## config.mk

```make
export PLATFORM = sky130hd
export DESIGN_NAME = avst_packet_channel_mux_flat
export DESIGN_NICKNAME = d
export VERILOG_FILES = /design/src/rtl/avst_packet_channel_mux_pkg.sv /design/src/rtl/avst_packet_channel_mux_if.sv /design/src/rtl/avst_packet_channel_mux_rr_arbiter.sv /design/src/rtl/avst_packet_channel_mux.sv /design/src/flat_wrapper.sv
export SDC_FILE = /design/constraint.sdc
export NUM_CORES = 1
export LEC_CHECK = 0
export CORE_MARGIN = 2
export CORE_UTILIZATION = 36
export CTS_BUF_LIST = sky130_fd_sc_hd__clkbuf_16
export CTS_CLUSTER_SIZE = 8
export DETAILED_ROUTE_END_ITERATION = 7
export GPL_TIMING_DRIVEN = 0
export PLACE_DENSITY = 0.78
export SKIP_LAST_GASP = 1
export SLEW_MARGIN = 25
export SYNTH_ARGS = -nofsm -noshare
export SYNTH_HDL_FRONTEND = slang
export SYNTH_HIERARCHICAL = 1
export SYNTH_SLANG_ARGS = --single-unit
```

## constraint.sdc

```tcl
create_clock -name clk -period 2.1 [get_ports clk]
set_input_delay 0.42 -clock clk [delete_from_list [all_inputs] [get_ports clk]]
set_output_delay 0.42 -clock clk [all_outputs]
set_load 0.05 [all_outputs]
```

## src/rtl/avst_packet_channel_mux_pkg.sv

```systemverilog
// ---------------------------------------------------------------------------
// avst_pkg
// Shared definitions for the Avalon-ST packet channel multiplexer:
//   - MAX_NUM_IN   : largest supported number of input streams
//   - lock_state_e : arbitration state (UNLOCKED / LOCKED to one owner)
//   - clog2        : ceiling log2, usable in parameter expressions
//   - idx_width    : width of an input index (at least one bit)
// ---------------------------------------------------------------------------
package avst_pkg;

    localparam int MAX_NUM_IN = 16;

    typedef enum logic {
        ST_UNLOCKED = 1'b0,
        ST_LOCKED   = 1'b1
    } lock_state_e;

    function automatic int clog2(input int value);
        int result;
        result = 0;
        for (int v = value - 1; v > 0; v = v >> 1) begin
            result++;
        end
        return result;
    endfunction

    // A single-input mux still needs a one-bit index register.
    function automatic int idx_width(input int num_in);
        return (clog2(num_in) < 1) ? 1 : clog2(num_in);
    endfunction

endpackage

```

## src/rtl/avst_packet_channel_mux_if.sv

```systemverilog
// ---------------------------------------------------------------------------
// avst_packet_channel_mux_if
// Bundles the streaming and status signals of avst_packet_channel_mux.
//   in_valid / in_ready / in_data / in_startofpacket / in_endofpacket :
//       NUM_IN sink streams, input i data in bits [i*DATA_W +: DATA_W]
//   out_ready / out_valid / out_data / out_startofpacket /
//   out_endofpacket / out_channel : merged source stream
//   err_sop / err_nosop_clear : sticky missing-SOP flag and its clear
//   dbg_state : current arbitration state, for observation only
//
// Handshake: a beat transfers on a rising clk edge exactly when valid and
// ready are both high; ready latency is 0, valid never waits on ready,
// and payload is only meaningful while valid is high.
//
// Modports: slave = the multiplexer, master = the environment driving it.
// ---------------------------------------------------------------------------
interface avst_packet_channel_mux_if #(
    parameter int NUM_IN    = 2,
    parameter int DATA_W    = 8,
    parameter int CHANNEL_W = 8
);
    logic [NUM_IN-1:0]        in_valid;
    logic [NUM_IN-1:0]        in_ready;
    logic [NUM_IN*DATA_W-1:0] in_data;
    logic [NUM_IN-1:0]        in_startofpacket;
    logic [NUM_IN-1:0]        in_endofpacket;
    logic                     out_ready;
    logic                     out_valid;
    logic [DATA_W-1:0]        out_data;
    logic                     out_startofpacket;
    logic                     out_endofpacket;
    logic [CHANNEL_W-1:0]     out_channel;
    logic                     err_sop;
    logic                     err_nosop_clear;
    avst_pkg::lock_state_e    dbg_state;

    modport slave (
        input  in_valid, in_data, in_startofpacket, in_endofpacket,
        input  out_ready, err_nosop_clear,
        output in_ready, out_valid, out_data, out_startofpacket,
        output out_endofpacket, out_channel, err_sop, dbg_state
    );

    modport master (
        output in_valid, in_data, in_startofpacket, in_endofpacket,
        output out_ready, err_nosop_clear,
        input  in_ready, out_valid, out_data, out_startofpacket,
        input  out_endofpacket, out_channel, err_sop, dbg_state
    );
endinterface

```

## src/rtl/avst_packet_channel_mux_rr_arbiter.sv

```systemverilog
// ---------------------------------------------------------------------------
// avst_rr_arbiter
// Purely combinational round-robin arbiter with packet lock.
//   i_req       : request vector (per-input valid)
//   i_rr_ptr    : index granted most recently; search starts one above it
//   i_lock      : a packet is in progress, grant only i_owner
//   i_owner     : input that owns the current packet
//   o_grant     : one-hot grant (all zero when unlocked and nobody asks)
//   o_grant_idx : encoded index of the granted input
// ---------------------------------------------------------------------------
module avst_rr_arbiter #(
    parameter int NUM_IN = 2,
    parameter int IDX_W  = 1
) (
    input  logic [NUM_IN-1:0] i_req,
    input  logic [IDX_W-1:0]  i_rr_ptr,
    input  logic              i_lock,
    input  logic [IDX_W-1:0]  i_owner,
    output logic [NUM_IN-1:0] o_grant,
    output logic [IDX_W-1:0]  o_grant_idx
);
    logic w_found;

    // The circular search rr_ptr+1, rr_ptr+2, ... is done as two linear
    // passes: first the inputs above rr_ptr, then the inputs up to it.
    always_comb begin
        o_grant     = '0;
        o_grant_idx = '0;
        w_found     = 1'b0;
        if (i_lock) begin
            // Owner keeps the grant even while its valid is low.
            for (int j = 0; j < NUM_IN; j++) begin
                if (IDX_W'(j) == i_owner) begin
                    o_grant[j] = 1'b1;
                end
            end
            o_grant_idx = i_owner;
        end else begin
            for (int j = 0; j < NUM_IN; j++) begin
                if (!w_found && i_req[j] && (j > int'(i_rr_ptr))) begin
                    w_found     = 1'b1;
                    o_grant[j]  = 1'b1;
                    o_grant_idx = IDX_W'(j);
                end
            end
            for (int j = 0; j < NUM_IN; j++) begin
                if (!w_found && i_req[j] && (j <= int'(i_rr_ptr))) begin
                    w_found     = 1'b1;
                    o_grant[j]  = 1'b1;
                    o_grant_idx = IDX_W'(j);
                end
            end
        end
    end
endmodule

```

## src/rtl/avst_packet_channel_mux.sv

```systemverilog
// ---------------------------------------------------------------------------
// avst_packet_channel_mux
// Merges NUM_IN Avalon-ST packet streams into one stream, tagging every
// beat with its source index on out_channel. Arbitration is round robin
// between packets; once a multi-beat packet starts its input keeps the
// grant until EOP. The output is a single register stage (latency 1,
// full throughput while out_ready is high).
//   clk, reset_n : clock, asynchronous active-low reset
//   bus          : streaming/status signals (avst_packet_channel_mux_if)
// err_sop is sticky: it records a beat accepted without SOP while no
// packet was in progress; err_nosop_clear clears it (a new error wins).
// ---------------------------------------------------------------------------
module avst_packet_channel_mux
    import avst_pkg::*;
#(
    parameter int NUM_IN    = 2,
    parameter int DATA_W    = 8,
    parameter int CHANNEL_W = 8
) (
    input  logic                     clk,
    input  logic                     reset_n,
    avst_packet_channel_mux_if.slave bus
);
    localparam int               IDX_W    = idx_width(NUM_IN);
    localparam logic [IDX_W-1:0] RR_RESET = IDX_W'(NUM_IN - 1);

    lock_state_e          r_state;
    lock_state_e          w_state_nxt;
    logic [IDX_W-1:0]     r_owner;
    logic [IDX_W-1:0]     w_owner_nxt;
    logic [IDX_W-1:0]     r_rr_ptr;
    logic [IDX_W-1:0]     w_rr_nxt;
    logic                 r_err_sop;
    logic                 w_err_set;

    logic                 r_out_valid;
    logic [DATA_W-1:0]    r_out_data;
    logic                 r_out_sop;
    logic                 r_out_eop;
    logic [CHANNEL_W-1:0] r_out_channel;

    logic [NUM_IN-1:0]    w_grant;
    logic [IDX_W-1:0]     w_grant_idx;
    logic [NUM_IN-1:0]    w_in_ready;
    logic                 w_locked;
    logic                 w_load;
    logic                 w_accept;
    logic [DATA_W-1:0]    w_beat_data;
    logic                 w_beat_sop;
    logic                 w_beat_eop;

    assign w_locked = (r_state == ST_LOCKED);

    avst_rr_arbiter #(
        .NUM_IN (NUM_IN),
        .IDX_W  (IDX_W)
    ) u_arbiter (
        .i_req       (bus.in_valid),
        .i_rr_ptr    (r_rr_ptr),
        .i_lock      (w_locked),
        .i_owner     (r_owner),
        .o_grant     (w_grant),
        .o_grant_idx (w_grant_idx)
    );

    // The output register can take a beat when empty or being drained.
    assign w_load     = ~r_out_valid | bus.out_ready;
    assign w_in_ready = {NUM_IN{w_load}} & w_grant;
    assign w_accept   = |(bus.in_valid & w_in_ready);

    // Payload of the granted input (grant is one-hot).
    always_comb begin
        w_beat_data = '0;
        w_beat_sop  = 1'b0;
        w_beat_eop  = 1'b0;
        for (int j = 0; j < NUM_IN; j++) begin
            if (w_grant[j]) begin
                w_beat_data = bus.in_data[j*DATA_W +: DATA_W];
                w_beat_sop  = bus.in_startofpacket[j];
                w_beat_eop  = bus.in_endofpacket[j];
            end
        end
    end

    // Lock FSM: next state, owner, round-robin pointer and error set.
    always_comb begin
        w_state_nxt = r_state;
        w_owner_nxt = r_owner;
        w_rr_nxt    = r_rr_ptr;
        w_err_set   = 1'b0;
        if (w_accept) begin
            case (r_state)
                ST_UNLOCKED: begin
                    w_rr_nxt  = w_grant_idx;
                    // A beat without SOP is still forwarded; it is framed
                    // as if it started a packet so the stream stays atomic.
                    w_err_set = ~w_beat_sop;
                    if (!w_beat_eop) begin
                        w_state_nxt = ST_LOCKED;
                        w_owner_nxt = w_grant_idx;
                    end
                end
                ST_LOCKED: begin
                    if (w_beat_eop) begin
                        w_state_nxt = ST_UNLOCKED;
                    end
                end
                default: begin
                    w_state_nxt = ST_UNLOCKED;
                end
            endcase
        end
    end

    always_ff @(posedge clk or negedge reset_n) begin
        if (!reset_n) begin
            r_state   <= ST_UNLOCKED;
            r_owner   <= '0;
            r_rr_ptr  <= RR_RESET;
            r_err_sop <= 1'b0;
        end else begin
            r_state   <= w_state_nxt;
            r_owner   <= w_owner_nxt;
            r_rr_ptr  <= w_rr_nxt;
            // Set has priority over a simultaneous clear.
            r_err_sop <= (r_err_sop & ~bus.err_nosop_clear) | w_err_set;
        end
    end

    // Output stage: payload fields only change when a beat is loaded.
    always_ff @(posedge clk or negedge reset_n) begin
        if (!reset_n) begin
            r_out_valid   <= 1'b0;
            r_out_data    <= '0;
            r_out_sop     <= 1'b0;
            r_out_eop     <= 1'b0;
            r_out_channel <= '0;
        end else if (w_load) begin
            r_out_valid <= w_accept;
            if (w_accept) begin
                r_out_data    <= w_beat_data;
                r_out_sop     <= w_beat_sop;
                r_out_eop     <= w_beat_eop;
                r_out_channel <= CHANNEL_W'(w_grant_idx);
            end
        end
    end

    assign bus.in_ready          = w_in_ready;
    assign bus.out_valid         = r_out_valid;
    assign bus.out_data          = r_out_data;
    assign bus.out_startofpacket = r_out_sop;
    assign bus.out_endofpacket   = r_out_eop;
    assign bus.out_channel       = r_out_channel;
    assign bus.err_sop           = r_err_sop;
    assign bus.dbg_state         = r_state;

endmodule

```

## src/flat_wrapper.sv

```systemverilog
// flat-port wrapper written by rule: the top's interface ports become plain ports
module avst_packet_channel_mux_flat import avst_pkg::*;
#(
    parameter int NUM_IN    = 2,
    parameter int DATA_W    = 8,
    parameter int CHANNEL_W = 8
)
  (clk, reset_n, bus_in_valid, bus_in_data, bus_in_startofpacket, bus_in_endofpacket, bus_out_ready, bus_err_nosop_clear, bus_in_ready, bus_out_valid, bus_out_data, bus_out_startofpacket, bus_out_endofpacket, bus_out_channel, bus_err_sop, bus_dbg_state);
  avst_packet_channel_mux_if #(.NUM_IN(NUM_IN), .DATA_W(DATA_W), .CHANNEL_W(CHANNEL_W)) bus_i ();
  input  logic clk;
  input  logic reset_n;
  input wire logic [$bits(bus_i.in_valid)-1:0] bus_in_valid;
  input wire logic [$bits(bus_i.in_data)-1:0] bus_in_data;
  input wire logic [$bits(bus_i.in_startofpacket)-1:0] bus_in_startofpacket;
  input wire logic [$bits(bus_i.in_endofpacket)-1:0] bus_in_endofpacket;
  input wire logic [$bits(bus_i.out_ready)-1:0] bus_out_ready;
  input wire logic [$bits(bus_i.err_nosop_clear)-1:0] bus_err_nosop_clear;
  output wire logic [$bits(bus_i.in_ready)-1:0] bus_in_ready;
  output wire logic [$bits(bus_i.out_valid)-1:0] bus_out_valid;
  output wire logic [$bits(bus_i.out_data)-1:0] bus_out_data;
  output wire logic [$bits(bus_i.out_startofpacket)-1:0] bus_out_startofpacket;
  output wire logic [$bits(bus_i.out_endofpacket)-1:0] bus_out_endofpacket;
  output wire logic [$bits(bus_i.out_channel)-1:0] bus_out_channel;
  output wire logic [$bits(bus_i.err_sop)-1:0] bus_err_sop;
  output wire logic [$bits(bus_i.dbg_state)-1:0] bus_dbg_state;
  assign bus_i.in_valid = bus_in_valid;
  assign bus_i.in_data = bus_in_data;
  assign bus_i.in_startofpacket = bus_in_startofpacket;
  assign bus_i.in_endofpacket = bus_in_endofpacket;
  assign bus_i.out_ready = bus_out_ready;
  assign bus_i.err_nosop_clear = bus_err_nosop_clear;
  assign bus_in_ready = bus_i.in_ready;
  assign bus_out_valid = bus_i.out_valid;
  assign bus_out_data = bus_i.out_data;
  assign bus_out_startofpacket = bus_i.out_startofpacket;
  assign bus_out_endofpacket = bus_i.out_endofpacket;
  assign bus_out_channel = bus_i.out_channel;
  assign bus_err_sop = bus_i.err_sop;
  assign bus_dbg_state = bus_i.dbg_state;
  avst_packet_channel_mux #(.NUM_IN(NUM_IN), .DATA_W(DATA_W), .CHANNEL_W(CHANNEL_W)) u_core (.clk(clk), .reset_n(reset_n), .bus(bus_i));
endmodule
```

=== Word level (Yosys, flattened, before mapping) ===
Index checks and enable logic that the tools add are counted.

* Bitwise operators: 10
* Magnitude comparators: 2
* Mux-type cells: 21
* Reduce and logical (&&, ||, !) cells: 10

{| class="wikitable"
|+ Operators with widths
! cell !! count
|-
| $mux 1 || 18
|-
| $mux 8 || 2
|-
| $not 1->1 || 5
|-
| $and 2x2->2 || 2
|-
| $logic_and 1x1->1 || 4
|-
| $reduce_and 2->1 || 2
|-
| $reduce_and 3->1 || 1
|-
| $logic_not 1->1 || 2
|-
| $mux 2 || 1
|-
| $or 1x1->1 || 2
|-
| $reduce_or 2->1 || 1
|-
| $and 1x1->1 || 1
|-
| $gt 1x1->1 const A || 1
|-
| $le 1x1->1 const A || 1
|}

* Bits of input ports: 26
* Output and inout port bits: 23
* Register bits after elaboration: 16
* Word-level logic and storage cells: 52

=== Longest topological paths before layout ===
Gate-level depths: netlist of the first run.

* Depth in word-level cells: 19
* Gate-level depth with buffers: 7
* Depth with buffers taken out: 6

=== Cells and area by module ===
Netlist of the first run, hierarchy kept.

{| class="wikitable"
|+ Modules (own cells, without submodules)
! module !! seq. area each (µm²) !! times used !! area each (µm²) !! cells an instance
|-
| avst_packet_channel_mux || 401.6 || 1 || 775.7 || 80
|-
| avst_rr_arbiter || 0.0 || 1 || 46.3 || 8
|}

=== Worst setup path after synthesis of the first run ===
OpenSTA, ideal clock, no wires.

* Kind: register to output
* Start point: reg u_core.r_state, in the netlist u_core/bus.dbg_state
* End point: out bus_in_ready[1]
* Arrival time: 1777 ps
* Setup slack: -97 ps
* Stages on the path, launching flop included: 5
* Data required time: 1680 ps
* Path buffers: 1
* Cells stage by stage: dfrtp_1 nand2_1 o21ai_1 clkbuf_1 and2_1

* Cells in the longest elaborated chain, start to end: 2

{| class="wikitable"
|+ RTL lines
! element !! line !! RTL
|-
| from (decl) || avst_packet_channel_mux.sv:27 || <nowiki>lock_state_e r_state;</nowiki>
|-
| from (signal assigned) || avst_packet_channel_mux.sv:122 || <nowiki>r_state <= w_state_nxt;</nowiki>
|-
| $mux 2 || avst_packet_channel_mux_rr_arbiter.sv:30 || <nowiki>if (i_lock) begin</nowiki>
|-
| named net u_core.w_grant[1] || avst_packet_channel_mux.sv:42 || <nowiki>logic [NUM_IN-1:0] w_grant;</nowiki>
|-
| $and 2x2->2 || avst_packet_channel_mux.sv:68 || <nowiki>assign w_in_ready = {NUM_IN{w_load}} & w_grant;</nowiki>
|-
| to (decl) || flat_wrapper.sv:18 || <nowiki>output wire logic [$bits(bus_i.in_ready)-1:0] bus_in_ready;</nowiki>
|}

The timed path passes the listed nets, and every way through them passes these cells.

=== Worst setup path in the final report of the first run ===
* Start point: reg u_core.r_state, in the netlist u_core/bus.dbg_state
* End point: out bus_dbg_state

{| class="wikitable"
|+ RTL lines
! element !! line !! RTL
|-
| to (decl) || flat_wrapper.sv:25 || <nowiki>output wire logic [$bits(bus_i.dbg_state)-1:0] bus_dbg_state;</nowiki>
|}

No word-level cell between the ends.

==> flow_metrics.py, run 1 <==
metrics = {
    "outcome": {
        "outcome": "complete, no violations",
    },
    "cells_and_area": {
        "fillers": 189,
        "nNetsFinal": 168,
        "area_delta_synth_final_pct": 71.54,
        "diodes": 0,
        "final_core_util_pct": 64.36,
        "drive_gt1_share_pct": 18.44,
        "finalNonFillerCells": 169,
        "multi_input_area_um2": 372.9,
        "seq_area_um2": 401.6,
    },
    "worst_setup_path": {
        "cpPeakStageDelay_ns": 0.86,
        "timing.critical_path.buf_inv": 1,
        "crit_chain": "clkdlybuf4s50_1",
        "required_ns": 1.68,
        "cp-start-kind": "flip-flop",
        "crit_arrival_ns": 1.60,
        "end_kind": "output port",
        "path_class": "reg -> out",
        "worst-path-max-fanout": 7,
        "critPathTopFamily": "buffers and inverters",
        "crit_path_top_delay_cell": "clkdlybuf4s50_1",
    },
    "sta": {
        "rsz0062_at_grt": "no",
        "fmax_mhz": 494.6,
        "tns_ns": 0,
        "timing_hold_violations_final": 0,
        "worst_slack_ns": 0.07818,
        "finalCritPeriodShare_pct": 96.28,
        "setup_viol": 0,
        "fin_crit_ns": 2.022,
        "tightest_slew_ns": 0.7355,
        "max-slew-margin-rel_pct": 50.82,
        "drv_slew": 0,
        "clock_skew_ns": 0.001035,
    },
    "pwr": {
        "p_total_mw": 2.528,
        "static-leakage-power_nw": 0.6404,
        "pwr-share-comb_pct": 63.4,
        "p_clk_share_pct": 14.4,
        "p_int_mw": 1.312,
        "p_sw_share_pct": 48.10,
        "p_per_area_mw_per_mm2": 1793,
        "ir_worst_vdd_mv": 1.086,
        "pwr-share-seq_pct": 22.2,
        "switchingPower_mw": 1.216,
    },
    "clock_network": {
        "clock_path_buffers": 2,
        "cts-htree-levels": 1,
        "numCtsBuffers": 3,
        "cts_tree": "built",
        "insertion_delay_ns": 0.24,
        "clk_pin_slew_worst_paths_ns": 0.05,
        "root_buffer": "clkbuf_16",
        "cts_sinks": 16,
    },
    "synthesis": {
        "synth_area_leaders": "dfrtp_1 (46%), a221oi_1 (7.5%), nor2_1 (6.8%)",
        "synth_edf_count": 0,
        "synthCells": 88,
        "synthDistinctLibCells": 27,
        "ys.flop_type": "dfrtp_1",
        "synthArstFlopShare_pct": 100.0,
        "ys_seq_area_share_pct": 48.86,
        "synth_top_area_cell": "dfrtp_1",
        "yosysWarnings": 6,
        "postSynthAreaPerCell_um2": 9.341,
        "ys_top_cells_by_count": "dfrtp_1 (15), nor2_1 (15), nand2_1 (13)",
        "synth.cell_area_um2": 822.0,
        "yosys.area.top_type_share_pct": 45.66,
        "ys_ff_latch": 16,
    },
    "die": {
        "io_pins": 49,
        "die_area_mm2": 0.002682,
        "std_cell_rows": 17,
        "start_util_pct": 37.52,
        "die_w_um": 51.79,
        "dieHeight_um": 51.79,
        "core_area_mm2": 0.002191,
    },
    "route": {
        "wl_um": 2208,
        "drt-pass1-iter-count": 4,
        "viasPerCell": 4.817,
        "route.detailed.drc": 0,
        "drt_iter0_markers": 13,
        "routed-via-count": 814,
        "drtAntennaViolNets": 0,
        "wire_per_inst_um": 13.07,
    },
    "placed_design": {
        "place_inst": 163,
        "dp_hpwl_um": 1600,
        "gp_congestion": 0.7188,
        "pre_cts_ws_ns": -1.255,
        "io_buffers": 41,
    },
    "grt": {
        "antenna_found_initial": 0,
        "grt_pass1_vias": 813,
        "grt_overflow": 0,
        "grt_pass1_wl_um": 3456,
        "grt_max_degree": 17,
        "grt.total_usage_pct": 17.55,
    },
    "job": {
        "drv_cap": 0,
    },
    "min_path": {
        "hp-class": "reg -> reg",
    },
}
## cells in the final DEF, fill, tap and decap left out, types with 2 or more instances in the layout
master	n
dfrtp_1	15
nand2_1	13
nor2_1	15
clkdlybuf4s50_1	37
inv_1	2
a221oi_1	7
conb_1	7
a22o_1	2
buf_2	3
nor2b_1	2
nand2b_1	2
o21ai_0	2
and2_2	2
clkbuf_16	3
dlygate4sd2_1	2
buf_4	9
## cell type report
type                    instances  share of cell area (%)
clock inverters                 1                  0.2662
repair buffers                 43                   29.99
well taps                      28                   2.484
multi-input cells              64                   26.44
plain buffers                  11                   6.211
clock buffers                   3                   5.324
flip-flops and latches         16                   28.48
inverters                       3                  0.7986
## state kept, by name, summed over array words and instances (netlist names)
name                          count
u_core/bus.out_data               8
u_core/bus.dbg_state              1
u_core/bus.err_sop                1
u_core/bus.out_channel            1
u_core/bus.out_endofpacket        1
u_core/bus.out_startofpacket      1
u_core/bus.out_valid              1
u_core/r_owner                    1
u_core/r_rr_ptr                   1
## worst paths after layout
path	startpoint	endpoint	slack (ns)	cells after the start
worst max-delay path	u_core/bus.dbg_state	bus_dbg_state	0.08	1
worst min-delay path	u_core/bus.out_channel[0]	u_core/bus.out_channel[0]	0.48	2
worst max register to register	u_core/r_rr_ptr	u_core/r_rr_ptr	0.18	7
worst min register to register	u_core/bus.out_channel[0]	u_core/bus.out_channel[0]	0.48	2
max in group asynchronous	reset_n	u_core/bus.out_data[3]	1.02	1
min in group asynchronous	reset_n	u_core/bus.out_valid	0.62	1
## logic make-up after synthesis
family                 synth area share (%)
multiplexers                          3.196
other                                0.4562
buffers and inverters                 10.81
flip-flops                            48.86
AO/OA/AOI/OAI                         17.81
AND/OR/NAND/NOR                       18.87
## per-stage QoR
step	hold slack (ns)	area, um^2
after floorplan	0.1244	845.8
after global placement	0.4589	1291
after detailed placement	0.4674	1291
after CTS	0.4795	1404
after global routing	0.4915	1410
final	0.4775	1410
## per-layer routing
layer  share of wire, %  wire (um)  vias up  global-route usage [%]
li1                   -          -      392                       -
met1                 41        916      386                   20.04
met2                 51       1130       32                   33.12
met3                5.5        121        4                   1.149
met4                1.8         40        0                   7.895
met5                  0          0        -                       0
## power groups by stage
stage	registers, mW	clock network (mW)	logic, mW
floorplan	1.00	0	0.599
global placement	0.556	0	1.50
detailed placement	0.561	0	1.53
CTS	0.562	0.365	1.59
global route	0.582	0.376	1.70
finish	0.562	0.363	1.60
## worst register-to-register path: cells and delay by family (launching register included)
| family | cells | cell delay [ns] |
|---|---|---|
| buf+inv | 1 | 0.16 |
| compound gates | 3 | 0.47 |
| simple gates | 2 | 0.35 |
| flops | 1 | 0.54 |
| mux | 1 | 0.33 |
## timing repair
action                                  in CTS  in global routing
endpoints found under the setup margin       9                  3
setup buffers                                2                  0
hold buffers                                 0                  0
endpoints found under the hold margin        0                  0
resized for setup                           20                  1
pin swaps                                    2                  0
Note: power is estimated with default switching activity, not from simulation.
==> run 2, diff against run 1 <==
PLACE_DENSITY = unset   (was 0.78)
PLACE_DENSITY_LB_ADDON = 0.25   (was unset)
==> flow_metrics.py, run 2 (synthesized netlist as in run 1, its figures left out) <==
metrics = {
    "grt": {
        "grt_pass1_wl_um": 3443,
        "grt_pass1_vias": 774,
        "grt.total_usage_pct": 17.48,
        "antenna_found_initial": 0,
        "grt_overflow": 0,
        "grt_max_degree": 17,
    },
    "placed_design": {
        "pre_cts_ws_ns": -1.202,
        "gp_congestion": 0.7212,
        "io_buffers": 41,
        "dp_hpwl_um": 1537,
    },
    "clock_network": {
        "numCtsBuffers": 3,
        "cts_hold_buf": 0,
        "cts-htree-levels": 1,
        "clk_pin_slew_worst_paths_ns": 0.05,
        "insertion_delay_ns": 0.24,
        "cts_sinks": 16,
        "root_buffer": "clkbuf_16",
        "cts_tree": "built",
        "clock_path_buffers": 2,
    },
    "sta": {
        "drv_slew": 0,
        "rsz0062_at_grt": "no",
        "tightest_slew_ns": 0.6959,
        "clock_skew_ns": 0.003378,
        "timing_hold_violations_final": 0,
        "worst_slack_ns": 0.07524,
        "fin_crit_ns": 2.025,
        "setup_viol": 0,
        "fmax_mhz": 493.9,
        "worst_hold_slack_ns": 0.4788,
        "max-slew-margin-rel_pct": 53.46,
        "finalCritPeriodShare_pct": 96.42,
    },
    "route": {
        "drt-pass1-iter-count": 4,
        "drt_iter0_markers": 9,
        "route.detailed.drc": 0,
        "viasPerCell": 4.882,
        "routed-via-count": 825,
        "drtAntennaViolNets": 0,
        "wire_per_inst_um": 12.82,
        "wl_um": 2167,
    },
    "worst_setup_path": {
        "end_kind": "output port",
        "required_ns": 1.68,
        "r2r_setup_slack_ns": 0.20,
        "rr_startpoint": "u_core/r_rr_ptr",
        "ff2ff_path_depth": 7,
        "path_depth": 1,
        "crit_path_end": "bus_dbg_state",
        "crit_path_top_delay_cell": "clkdlybuf4s50_1",
        "cp-start-kind": "flip-flop",
        "worst-path-max-fanout": 7,
        "path_class": "reg -> out",
        "crit_start": "u_core/bus.dbg_state",
        "critPathTopFamily": "buffers and inverters",
        "crit_arrival_ns": 1.60,
        "reg2reg_to": "u_core/r_rr_ptr",
        "cpPeakStageDelay_ns": 0.86,
        "crit_chain": "clkdlybuf4s50_1",
        "timing.critical_path.buf_inv": 1,
    },
    "cells_and_area": {
        "diodes": 0,
        "area_delta_synth_final_pct": 72.75,
        "seq_area_um2": 401.6,
        "largest_reg_flops": 8,
        "fillers": 184,
        "drive_gt1_share_pct": 19.15,
        "nNetsFinal": 168,
        "final_cell_mix": "clkdlybuf4s50_1 (37), nor2_1 (15), dfrtp_1 (15), nand2_1 (13), buf_4 (9)",
        "multi_input_area_um2": 379.1,
        "final_common_cell": "clkdlybuf4s50_1",
    },
    "min_path": {
        "hp-class": "reg -> reg",
    },
    "die": {
        "core_area_mm2": 0.002191,
        "die_area_mm2": 0.002682,
        "start_util_pct": 37.52,
        "io_pins": 49,
        "dieHeight_um": 51.79,
        "die_w_um": 51.79,
        "std_cell_rows": 17,
    },
    "job": {
        "drv_cap": 0,
    },
    "pwr": {
        "static-leakage-power_nw": 0.6513,
        "p_per_area_mw_per_mm2": 1787,
        "ir_worst_vdd_mv": 1.023,
    },
    "outcome": {
        "outcome": "complete, no violations",
    },
}
==> run 2: tightest hold or removal path: stages, from the launching register on <==
cell and delay (ns):
dfrtp_1 0.34, nand2_1 0.05, nand2_1 0.06
==> run 2: final cells by class <==
class | instances | area share (%)
well taps | 28 | 2.467
clock inverters | 1 | 0.2643
inverters | 3 | 0.7930
flip-flops and latches | 16 | 28.28
clock buffers | 3 | 5.286
repair buffers | 43 | 30.04
plain buffers | 11 | 6.167
multi-input cells | 64 | 26.70
==> run 2: metrics by stage <==
step,instance area [um^2],setup TNS (ns),cells,utilization [%],total power [mW]
finish,1420,0,169,64.82,2.537
global route,1420,0,169,64.82,2.666
CTS,1418,-0.02785,169,64.71,2.535
detailed placement,1291,-4.824,163,58.94,2.075
global placement,1291,-4.536,163,58.94,2.054
floorplan,845.8,0,94,-,1.602
==> run 2: layer usage <==
metal	GRT usage [%]	vias up	share of wire (%)
met5	0	-	0
met4	10.53	0	1.4
met3	2.011	4	4.9
met2	30.56	27	54
met1	20.40	403	40
li1	-	391	-
==> run 2: report_power, final <==
part / total (mW) / switching (mW) / leakage (nW) / internal (mW)
sequential: 0.571 / 0.104 / 0.191 / 0.467
combinational: 1.60 / 1.00 / 0.418 / 0.597
clock: 0.368 / 0.115 / 0.0423 / 0.252
==> run 2: worst min-delay path by stage <==
stage | to | startpoint | cells after the start
global route | u_core/bus.out_channel[0] | u_core/bus.out_channel[0] | 2
CTS | u_core/bus.out_channel[0] | u_core/bus.out_channel[0] | 2
finish | u_core/bus.out_channel[0] | u_core/bus.out_channel[0] | 2
detailed placement | u_core/bus.out_channel[0] | u_core/bus.out_channel[0] | 2
global placement | u_core/bus.out_channel[0] | u_core/bus.out_channel[0] | 2
floorplan | u_core/bus.dbg_state | reset_n | 0
==> run 2: timing repair <==
action                     in CTS  in global routing
pin swaps                       1                  0
resized for setup              21                  1
buffers inserted                2                  0
setup endpoints to repair       8                  9
